### src/rtl/traffic_pkg.sv
// Shared types for the traffic controller: phase states and one-hot {R,Y,G} lamp codes.
package traffic_pkg;

  // Three-bit encoding leaves spare codes so a corrupted register is detectable.
  typedef enum logic [2:0] {
    MAIN_GREEN  = 3'b001,
    MAIN_YELLOW = 3'b011,
    SIDE_GREEN  = 3'b100,
    SIDE_YELLOW = 3'b110
  } state_e;

  localparam logic [2:0] RED = 3'b100;
  localparam logic [2:0] YEL = 3'b010;
  localparam logic [2:0] GRN = 3'b001;

endpackage

### src/rtl/ped_sync.sv
// Pedestrian button: two-flop synchroniser followed by a rising-edge detector.
// Only compiled when TRAFFIC_PED_WALK_EN is defined; the base controller has no button path.
`ifdef TRAFFIC_PED_WALK_EN
module ped_sync (
  input  logic clk,
  input  logic rst_n,
  input  logic btn_in,
  output logic btn_rise
);

  logic meta_q, meta_d;
  logic sync_q, sync_d;
  logic prev_q, prev_d;

  always_comb begin
    meta_d = btn_in;
    sync_d = meta_q;
    prev_d = sync_q;
  end

  always_ff @(posedge clk or negedge rst_n) begin
    if (!rst_n) begin
      meta_q <= 1'b0;
      sync_q <= 1'b0;
      prev_q <= 1'b0;
    end else begin
      meta_q <= meta_d;
      sync_q <= sync_d;
      prev_q <= prev_d;
    end
  end

  assign btn_rise = sync_q & ~prev_q;

endmodule
`endif

### src/rtl/traffic_fsm.sv
// Two-road traffic controller stepped by the phase timer's ctrl strobe (green/red vs yellow).
// Define TRAFFIC_PED_WALK_EN to add pedestrian walk service with an extended side green.
module traffic_fsm
  import traffic_pkg::*;
(
  input  logic       clk,
  input  logic       rst_n,
  input  logic       ctrl,
  input  logic       ped_btn,
  output logic       request,
  output logic [2:0] main_light,
  output logic [2:0] side_light,
  output logic       walk
);

  state_e state_q, state_d;
  logic   ctrl_prev_q, ctrl_prev_d;
  logic   fall, rise;

  assign fall = ctrl_prev_q & ~ctrl;
  assign rise = ~ctrl_prev_q & ctrl;

  always_ff @(posedge clk or negedge rst_n) begin
    if (!rst_n) begin
      state_q     <= MAIN_GREEN;
      ctrl_prev_q <= 1'b1;
    end else begin
      state_q     <= state_d;
      ctrl_prev_q <= ctrl_prev_d;
    end
  end

  // Greens leave only on a fall, yellows only on a rise; anything else holds.
  always_comb begin
    ctrl_prev_d = ctrl;
    state_d     = state_q;
    main_light  = RED;
    side_light  = RED;
    case (state_q)
      MAIN_GREEN: begin
        main_light = GRN;
        if (fall) state_d = MAIN_YELLOW;
      end
      MAIN_YELLOW: begin
        main_light = YEL;
        if (rise) state_d = SIDE_GREEN;
      end
      SIDE_GREEN: begin
        side_light = GRN;
        if (fall) state_d = SIDE_YELLOW;
      end
      SIDE_YELLOW: begin
        side_light = YEL;
        if (rise) state_d = MAIN_GREEN;
      end
      default: state_d = MAIN_GREEN;
    endcase
  end

`ifdef TRAFFIC_PED_WALK_EN
  logic ped_rise;
  logic to_side, to_main;
  logic ped_pending_q, ped_pending_d;
  logic request_q, request_d;

  assign to_side = (state_q == MAIN_YELLOW) && rise;
  assign to_main = (state_q == SIDE_YELLOW) && rise;

  ped_sync u_ped_sync (
    .clk      (clk),
    .rst_n    (rst_n),
    .btn_in   (ped_btn),
    .btn_rise (ped_rise)
  );

  // request moves only on phase entries, which sit right after the timer wraps;
  // a press landing on the consuming cycle counts as already served.
  always_comb begin
    ped_pending_d = ped_pending_q | ped_rise;
    request_d     = request_q;
    if (to_side) begin
      request_d     = ped_pending_q;
      ped_pending_d = 1'b0;
    end else if (to_main) begin
      request_d = 1'b0;
    end
  end

  always_ff @(posedge clk or negedge rst_n) begin
    if (!rst_n) begin
      ped_pending_q <= 1'b0;
      request_q     <= 1'b0;
    end else begin
      ped_pending_q <= ped_pending_d;
      request_q     <= request_d;
    end
  end

  assign request = request_q;
  assign walk    = (state_q == SIDE_GREEN) && request_q;
`else
  logic unused_ped_btn;
  assign unused_ped_btn = ped_btn;
  assign request        = 1'b0;
  assign walk           = 1'b0;
`endif

endmodule

### config.mk
export PLATFORM = sky130hd
export DESIGN_NAME = traffic_fsm
export DESIGN_NICKNAME = d
export VERILOG_FILES = /design/src/rtl/traffic_pkg.sv /design/src/rtl/ped_sync.sv /design/src/rtl/traffic_fsm.sv
export SDC_FILE = /design/constraint.sdc
export NUM_CORES = 1
export LEC_CHECK = 0
export ABC_AREA = 0
export CAP_MARGIN = 0
export CORE_AREA = 5 5 42 44
export DETAILED_ROUTE_END_ITERATION = 8
export DIE_AREA = 0 0 47 49
export PLACE_DENSITY_LB_ADDON = 0.25
export SETUP_SLACK_MARGIN = 0.3
export SYNTH_ARGS = -nofsm -noshare
export SYNTH_HDL_FRONTEND = slang
export SYNTH_SLANG_ARGS = --single-unit
export TNS_END_PERCENT = 10
### constraint.sdc
create_clock -name clk -period 3.18 [get_ports clk]
set_input_delay 0.795 -clock clk [delete_from_list [all_inputs] [get_ports clk]]
set_output_delay 0.795 -clock clk [all_outputs]
set_load 0.01 [all_outputs]
======== After elaboration in Yosys (flattened, before gate mapping) ========
Cells that the tools add are included.
storage, ports and cells
  register bits after elaboration ......... 4
  latch bits .............................. 0
  RAM bits ................................ 0
  memory bits (read-only) ................. 0
  input port bits ......................... 4
  output and inout port bits .............. 8
  word-level logic and storage cells ...... 22
  memories ................................ 0
operators by class
  add/subtract/negate cells ............... 0
  multipliers ............................. 0
  div/mod/pow operators ................... 0
  magnitude comparators ................... 0
  equality and inequality tests ........... 8
  shift-type cells ........................ 0
  multiplexer cells ....................... 7
  bitwise gates (word level) .............. 4
  reduce and logical (&&, ||, !) cells .... 1
operator list
  cell                                                 count
  2-to-1 mux 3 bit                                     4
  case mux 3 bit (2 select lines)                      2
  case mux 3 bit (4 select lines)                      1
  != test 2 bit, second input constant                 4
  equality test 3 bit, second input constant           2
  AND reduction 4 bit                                  1
  equality test 3 x 1 -> 1 bit, second input constant  1
  equality test 3 x 2 -> 1 bit, second input constant  1
  bitwise AND 1 bit                                    2
  inverter 1 bit                                       2

======== Logic depth before layout (Yosys ltp) ========
Gate-level depths: netlist (run 1).
  depth in word-level cells ............... 4
  depth in mapped cells ................... 2
  gate-level depth less buffers ........... 2

======== Worst setup path before layout (run 1) ========
OpenSTA, ideal clock, no wires.
  path type ............................... reg2out
  start point ............................. register state_q[0]
  end point ............................... output port main_light[0]
  data arrival time ....................... 0.862 ns
  data required time ...................... 2.385 ns
  setup slack ............................. 1.523 ns
  stages on the path, launching flop included .. 3
  buffers on the path ..................... 0
  path through ............................ dfstp_2 > nand2b_1 > nor2_1
between the ends
  longest elaborated chain between the ends .. 2
  elaborated cells between the ends (all ways) .. 3
  classes of those cells .................. eq/ne: 2; mux: 1
ends and longest elaborated chain
  element                                                                              line               source
  start, declared                                                                      traffic_fsm.sv:16  state_e state_q, state_d;
  start signal, assigned                                                               traffic_fsm.sv:28  state_q <= state_d;
  equality test 3 x 2 -> 1 bit / equality test 3 x 1 -> 1 bit (equally long branches)  traffic_fsm.sv:39  case (state_q)
  case mux 3 bit (2 select lines) *                                                    traffic_fsm.sv:39
  end, declared                                                                        traffic_fsm.sv:11  output logic [2:0] main_light,
Mark *: on every way between the ends. The rest lies on a longest branch, timed or not.

======== Worst setup path in the final report (run 1) ========
Ends and elaborated chain as after synthesis.

==> results of run 1 <==
[metrics by stage]
stage,utilization [%],worst slack [ns],instances,cell area (sq um)
final,23.1,0.819,46,324
after global routing,23.1,0.724,46,324
after CTS,23.1,0.782,46,324
after detailed placement,21.5,1.05,43,302
after global placement,21.5,1.06,43,302
after floorplan,-,1.52,21,216
[final timing paths]
| kind | from | end | depth (start not counted) |
|---|---|---|---|
| min reg2reg | ctrl_prev_q | state_q[1] | 2 |
| max reg2reg | ctrl_prev_q | state_q[0] | 2 |
| min in group asynchronous | rst_n | state_q[1] | 1 |
| min | ctrl_prev_q | state_q[1] | 2 |
| max in group asynchronous | rst_n | state_q[0] | 1 |
| max | state_q[0] | main_light[0] | 3 |
[registers in the layout, summed over array words and instances, names as in the netlist]
signal,count
state_q,3
ctrl_prev_q,1
[metal layers]
| layer | track usage, % | wire length [microns] | vias to the layer above |
|---|---|---|---|
| met5 | 0 | 0 | - |
| met1 | 5.56 | 204 | 78 |
| met2 | 6.33 | 200 | 9 |
| met4 | 2.76 | 0 | 0 |
| li1 | - | - | 80 |
| met3 | 4.43 | 49 | 0 |
[worst max-delay path, cell delays in order, from the launching register on]
cell,delay [ns]
dfstp_2,0.52
nand2b_1,0.14
nor2_1,0.13
clkdlybuf4s50_1,0.55
[cell usage in the layout (no fill, tap or decap)]
cell / instances
nand2b_1: 1
nand2_1: 1
a22oi_1: 1
dfstp_2: 2
dfrtp_1: 2
clkbuf_4: 3
o21bai_1: 1
conb_1: 2
mux2i_1: 1
mux2_4: 1
inv_1: 1
nor2_1: 4
nand3b_2: 1
or2b_4: 1
clkdlybuf4s50_1: 8
[cell families after synthesis]
family	after synthesis	share of synthesized area, %
AO/OA/AOI/OAI	2	7.06
buffers and inverters	3	8.82
flip-flops	4	48.2
multiplexers	2	11.8
other	1	1.76
AND/OR/NAND/NOR	8	22.4
[report_power, final]
group | total (uW) | internal [uW] | switching (uW)
clock | 60.8 | 42.1 | 18.8
combinational | 47.4 | 26.7 | 20.7
sequential | 64.7 | 58.4 | 6.25
[final cells by class]
class                           instances  area share, %
Tap cell                               16           6.18
Clock buffer                            3           6.95
Multi-Input combinational cell         14           29.3
Inverter                                1           1.16
Timing Repair Buffer                    8           24.7
Sequential cell                         4           31.7
==> run_results.csv, run 1 <==
group,metric,value,unit
die,fp.dieH,49,microns
sta,hold-worst-slack,0.530,ns
clock_network,path_clk_slew,0.04,ns
critical_path,endpoint_kind,"primary output",
power_and_ir_drop,power.density,533,mW/mm^2
final_layout,drive_gt1_share,26.7,%
drt,vias,167,
run,max-cap-violations,0,
drt,post_drt_wl_per_cell,9.87,microns
global_route,grt_pass1_wl,786,microns
sta,hold_viol,0,
sta,fmax,424,MHz
die,io-pin-count,12,
power_and_ir_drop,vdd_drop_max,0.000190,V
sta,setup_violations,0,
outcome,outcome,"finished clean",
synth,ys_types,14,
critical_path,cp_data_arrival_time,1.57,ns
synth,synth_edf_count,0,
critical_path,crit_fanout,6,
critical_path,criticalPathCategory,"reg2out",
clock_network,cts_hold_repair.buffers,0,
global_route,grt_max_degree,7,
global_route,antenna_found_initial,0,
power_and_ir_drop,p_leak,0.000153,uW
clock_network,post_cts_buffers,0,
placed_design,port_buffers,8,
die,start_util,15.2,%
critical_path,critPathLaunchType,"flip-flop",
global_route,grt_pass1_vias,190,
clock_network,htreeDepth,1,
critical_path,r2r_setup_slack,2.12,ns
final_layout,nets,36,
synth,synth_top_area_share,24.7,%
clock_network,cts_sinks,4,
clock_network,clk_latency,0.23,ns
drt,first_pass_iters,4,
clock_network,cts_resized,0,
global_route,grt_usage,5.02,%
final_layout,area_growth,52.4,%
clock_network,cts_buffer_depth,2,
final_layout,ff_latch_area,103,sq um
min_path,holdCritPathClass,"reg2reg",
clock_network,numCtsBuffers,3,
synth,synth_area_leaders,"dfstp_2 (25%), dfrtp_1 (24%), buf_4 (7.1%)",
die,core-area,0.00140,sq mm
synth,synth_seq_cells,4,
synth,synth_area_leader_cell,"dfstp_2",
synth,async_flop_share,100,%
final_layout,insertedDiodeCount,0,
sta,rsz0062_at_grt,"no",
synth,synth_commonest_cells,"nor2_1 (4), buf_4 (2), dfrtp_1 (2), dfstp_2 (2)",
synth,syn_area,213,sq um
placed_design,place_congestion,0.636,
drt,vias_per_cell,3.63,
die,num_rows,14,
die,dieArea,0.00230,sq mm
clock_network,cts_tree,"built",
sta,skew,0.00281,ns
power_and_ir_drop,power.total,173,uW
global_route,overflow,0,
synth,syn_inst,20,
placed_design,place_hpwl,369,microns
synth,yosysMostFrequentCell,"nor2_1",
die,die_w,47,microns
drt,drt_iter0_markers,5,
drt,ant_nets,0,
drt,drc,0,
sta,fin_crit,2.36,ns
clock_network,clock-root-buffer,"clkbuf_4",
synth,ys_seq_area_share,48.2,%
synth,ys.flop_type,"dfstp_2",
drt,totalWireLength,454,microns
final_layout,num-fill-cells,168,
critical_path,crit_required,2.38,ns
final_layout,multi_input_area,95.1,sq um
sta,setup_tns,0,ns
synth,avgSynthCellArea,10.6,sq um
sta,slew_violations,0,
synth,yosys_warnings,0,
sta,finalCritPeriodShare,74.2,%
No activity file was read; power rests on OpenSTA's default activity.
==> run 2, diff against run 1 <==
==> constraint.sdc (replaced) <==
create_clock -name clk -period 1.9 [get_ports clk]
set_input_delay 0.475 -clock clk [delete_from_list [all_inputs] [get_ports clk]]
set_output_delay 0.475 -clock clk [all_outputs]
set_load 0.01 [all_outputs]
==> run_results.csv, run 2 (synthesized netlist as in run 1, its figures left out) <==
group,metric,value,unit
final_layout,largest_reg_flops,3,
drt,ant_nets,0,
placed_design,port_buffers,8,
critical_path,criticalPathCategory,"reg2out",
final_layout,design_area,312,sq um
global_route,antenna_found_initial,0,
die,core-area,0.00140,sq mm
global_route,grt_pass1_wl,855,microns
drt,vias,174,
sta,setup_violations,0,
final_layout,multi_input_area,105,sq um
final_layout,largest-register,"state_q",
min_path,holdCritPathClass,"in2async",
clock_network,cts_buffer_depth,2,
sta,rsz0062_at_grt,"yes",
final_layout,drive_gt1_share,54.8,%
final_layout,reg_top3,"state_q (3), ctrl_prev_q (1)",
clock_network,cts_hold_repair.buffers,0,
critical_path,endpoint_kind,"primary output",
die,num_rows,14,
final_layout,layout_common_cells,"buf_2 (4), nor2_1 (3), clkbuf_4 (3)",
die,die_w,47,microns
power_and_ir_drop,power.density,910,mW/mm^2
critical_path,regToRegStartpoint,"state_q[0]",
global_route,grt_max_degree,7,
clock_network,path_clk_slew,0.04,ns
clock_network,htreeDepth,1,
sta,fin_crit,1.59,ns
clock_network,clock-root-buffer,"clkbuf_4",
placed_design,place_congestion,0.625,
die,dieArea,0.00230,sq mm
clock_network,cts_sinks,4,
power_and_ir_drop,p_leak,0.000165,uW
die,start_util,15.2,%
critical_path,cp_data_arrival_time,1.12,ns
placed_design,place_area,309,sq um
outcome,outcome,"finished clean",
placed_design,place_hpwl,390,microns
drt,first_pass_iters,2,
sta,hold_viol,0,
sta,slew_violations,0,
drt,drt_iter0_markers,1,
global_route,grt_pass1_vias,206,
clock_network,cts_tree,"built",
run,max-cap-violations,0,
drt,post_drt_wl_per_cell,10.1,microns
critical_path,r2r-end,"state_q[0]",
critical_path,critPathMaxStageDelay,0.55,ns
global_route,overflow,0,
die,io-pin-count,12,
final_layout,insertedDiodeCount,0,
critical_path,path_cells,"or2b_4 > nor2_1 > buf_2",
clock_network,clk_latency,0.23,ns
clock_network,numCtsBuffers,3,
critical_path,crit_required,1.42,ns
sta,finalCritPeriodShare,83.9,%
final_layout,ff_latch_area,103,sq um
global_route,grt_usage,5.30,%
critical_path,r2r_cells,3,
die,fp.dieH,49,microns
sta,fmax,627,MHz
drt,totalWireLength,477,microns
sta,hold-worst-slack,0.451,ns
critical_path,critPathLaunchType,"flip-flop",
sta,skew,0.000195,ns
power_and_ir_drop,vdd_drop_max,0.000385,V
final_layout,final_common_cell,"buf_2",
drt,drc,0,
final_layout,nets,37,
final_layout,num-fill-cells,177,
critical_path,r2r_setup_slack,0.81,ns
final_layout,area_growth,46.5,%
critical_path,crit_fanout,6,
sta,setup_tns,0,ns
critical_path,crit_slowest_cell,"dfstp_2",
drt,vias_per_cell,3.70,
-- run 2: cell types whose count changed in the layout (fill, tap and decap cells not counted), sizes merged --
cell | before | now
buf | 0 | 5
clkbuf | 3 | 5
clkdlybuf4s50 | 8 | 2
-- run 2: layer usage --
layer	wire length, microns	vias up	track usage (%)
li1	-	85	-
met2	221	7	6.56
met4	0	0	2.76
met1	202	82	6.00
met3	53	0	4.80
met5	0	-	0
-- run 2: cell type report --
class,count,share of cell area [%]
well taps,16,6.43
inverters,1,1.20
repair buffers,9,18.5
clock buffers,3,7.23
flip-flops and latches,4,32.9
multi-input cells,14,33.7
-- run 2: metrics by stage --
| step | instances | util [%] | worst slack [ns] | power [uW] |
|---|---|---|---|---|
| after floorplan | 21 | - | 0.563 | 148 |
| after global placement | 44 | 22.1 | 0.117 | 193 |
| after detailed placement | 44 | 22.1 | 0.104 | 195 |
| after CTS | 47 | 23.1 | 0.213 | 295 |
| after global routing | 47 | 22.2 | 0.257 | 307 |
| final | 47 | 22.2 | 0.306 | 284 |
-- run 2: critical path: cells and delay by family, from the launching register on --
| family | cells | cell delay [ns] |
|---|---|---|
| buf+inv | 1 | 0.14 |
| flops | 1 | 0.55 |
| simple gates | 2 | 0.20 |
-- run 2: timing repair --
action | in CTS | in global routing
setup endpoints to repair | 6 | 6
setup buffers | 0 | 0
gates resized for setup | 19 | 5
-- run 2: worst max-delay path by stage --
stage | from | end | slack [ns] | depth (start not counted)
2_1_floorplan | state_q[0] | main_light[0] | 0.56 | 2
3_3_place_gp | state_q[0] | main_light[0] | 0.12 | 3
3_5_place_dp | state_q[0] | main_light[0] | 0.10 | 3
4_1_cts | state_q[0] | main_light[1] | 0.21 | 3
5_1_grt | state_q[0] | side_light[0] | 0.26 | 3
6_report | state_q[0] | side_light[0] | 0.31 | 3
-- run 2: power breakdown --
part | switching (uW) | leakage (uW) | internal [uW] | total [uW]
Clock | 31.4 | 0.0000138 | 70.4 | 102
Sequential | 11.5 | 0.0000468 | 97.8 | 109
Combinational | 35.8 | 0.000105 | 36.7 | 72.4
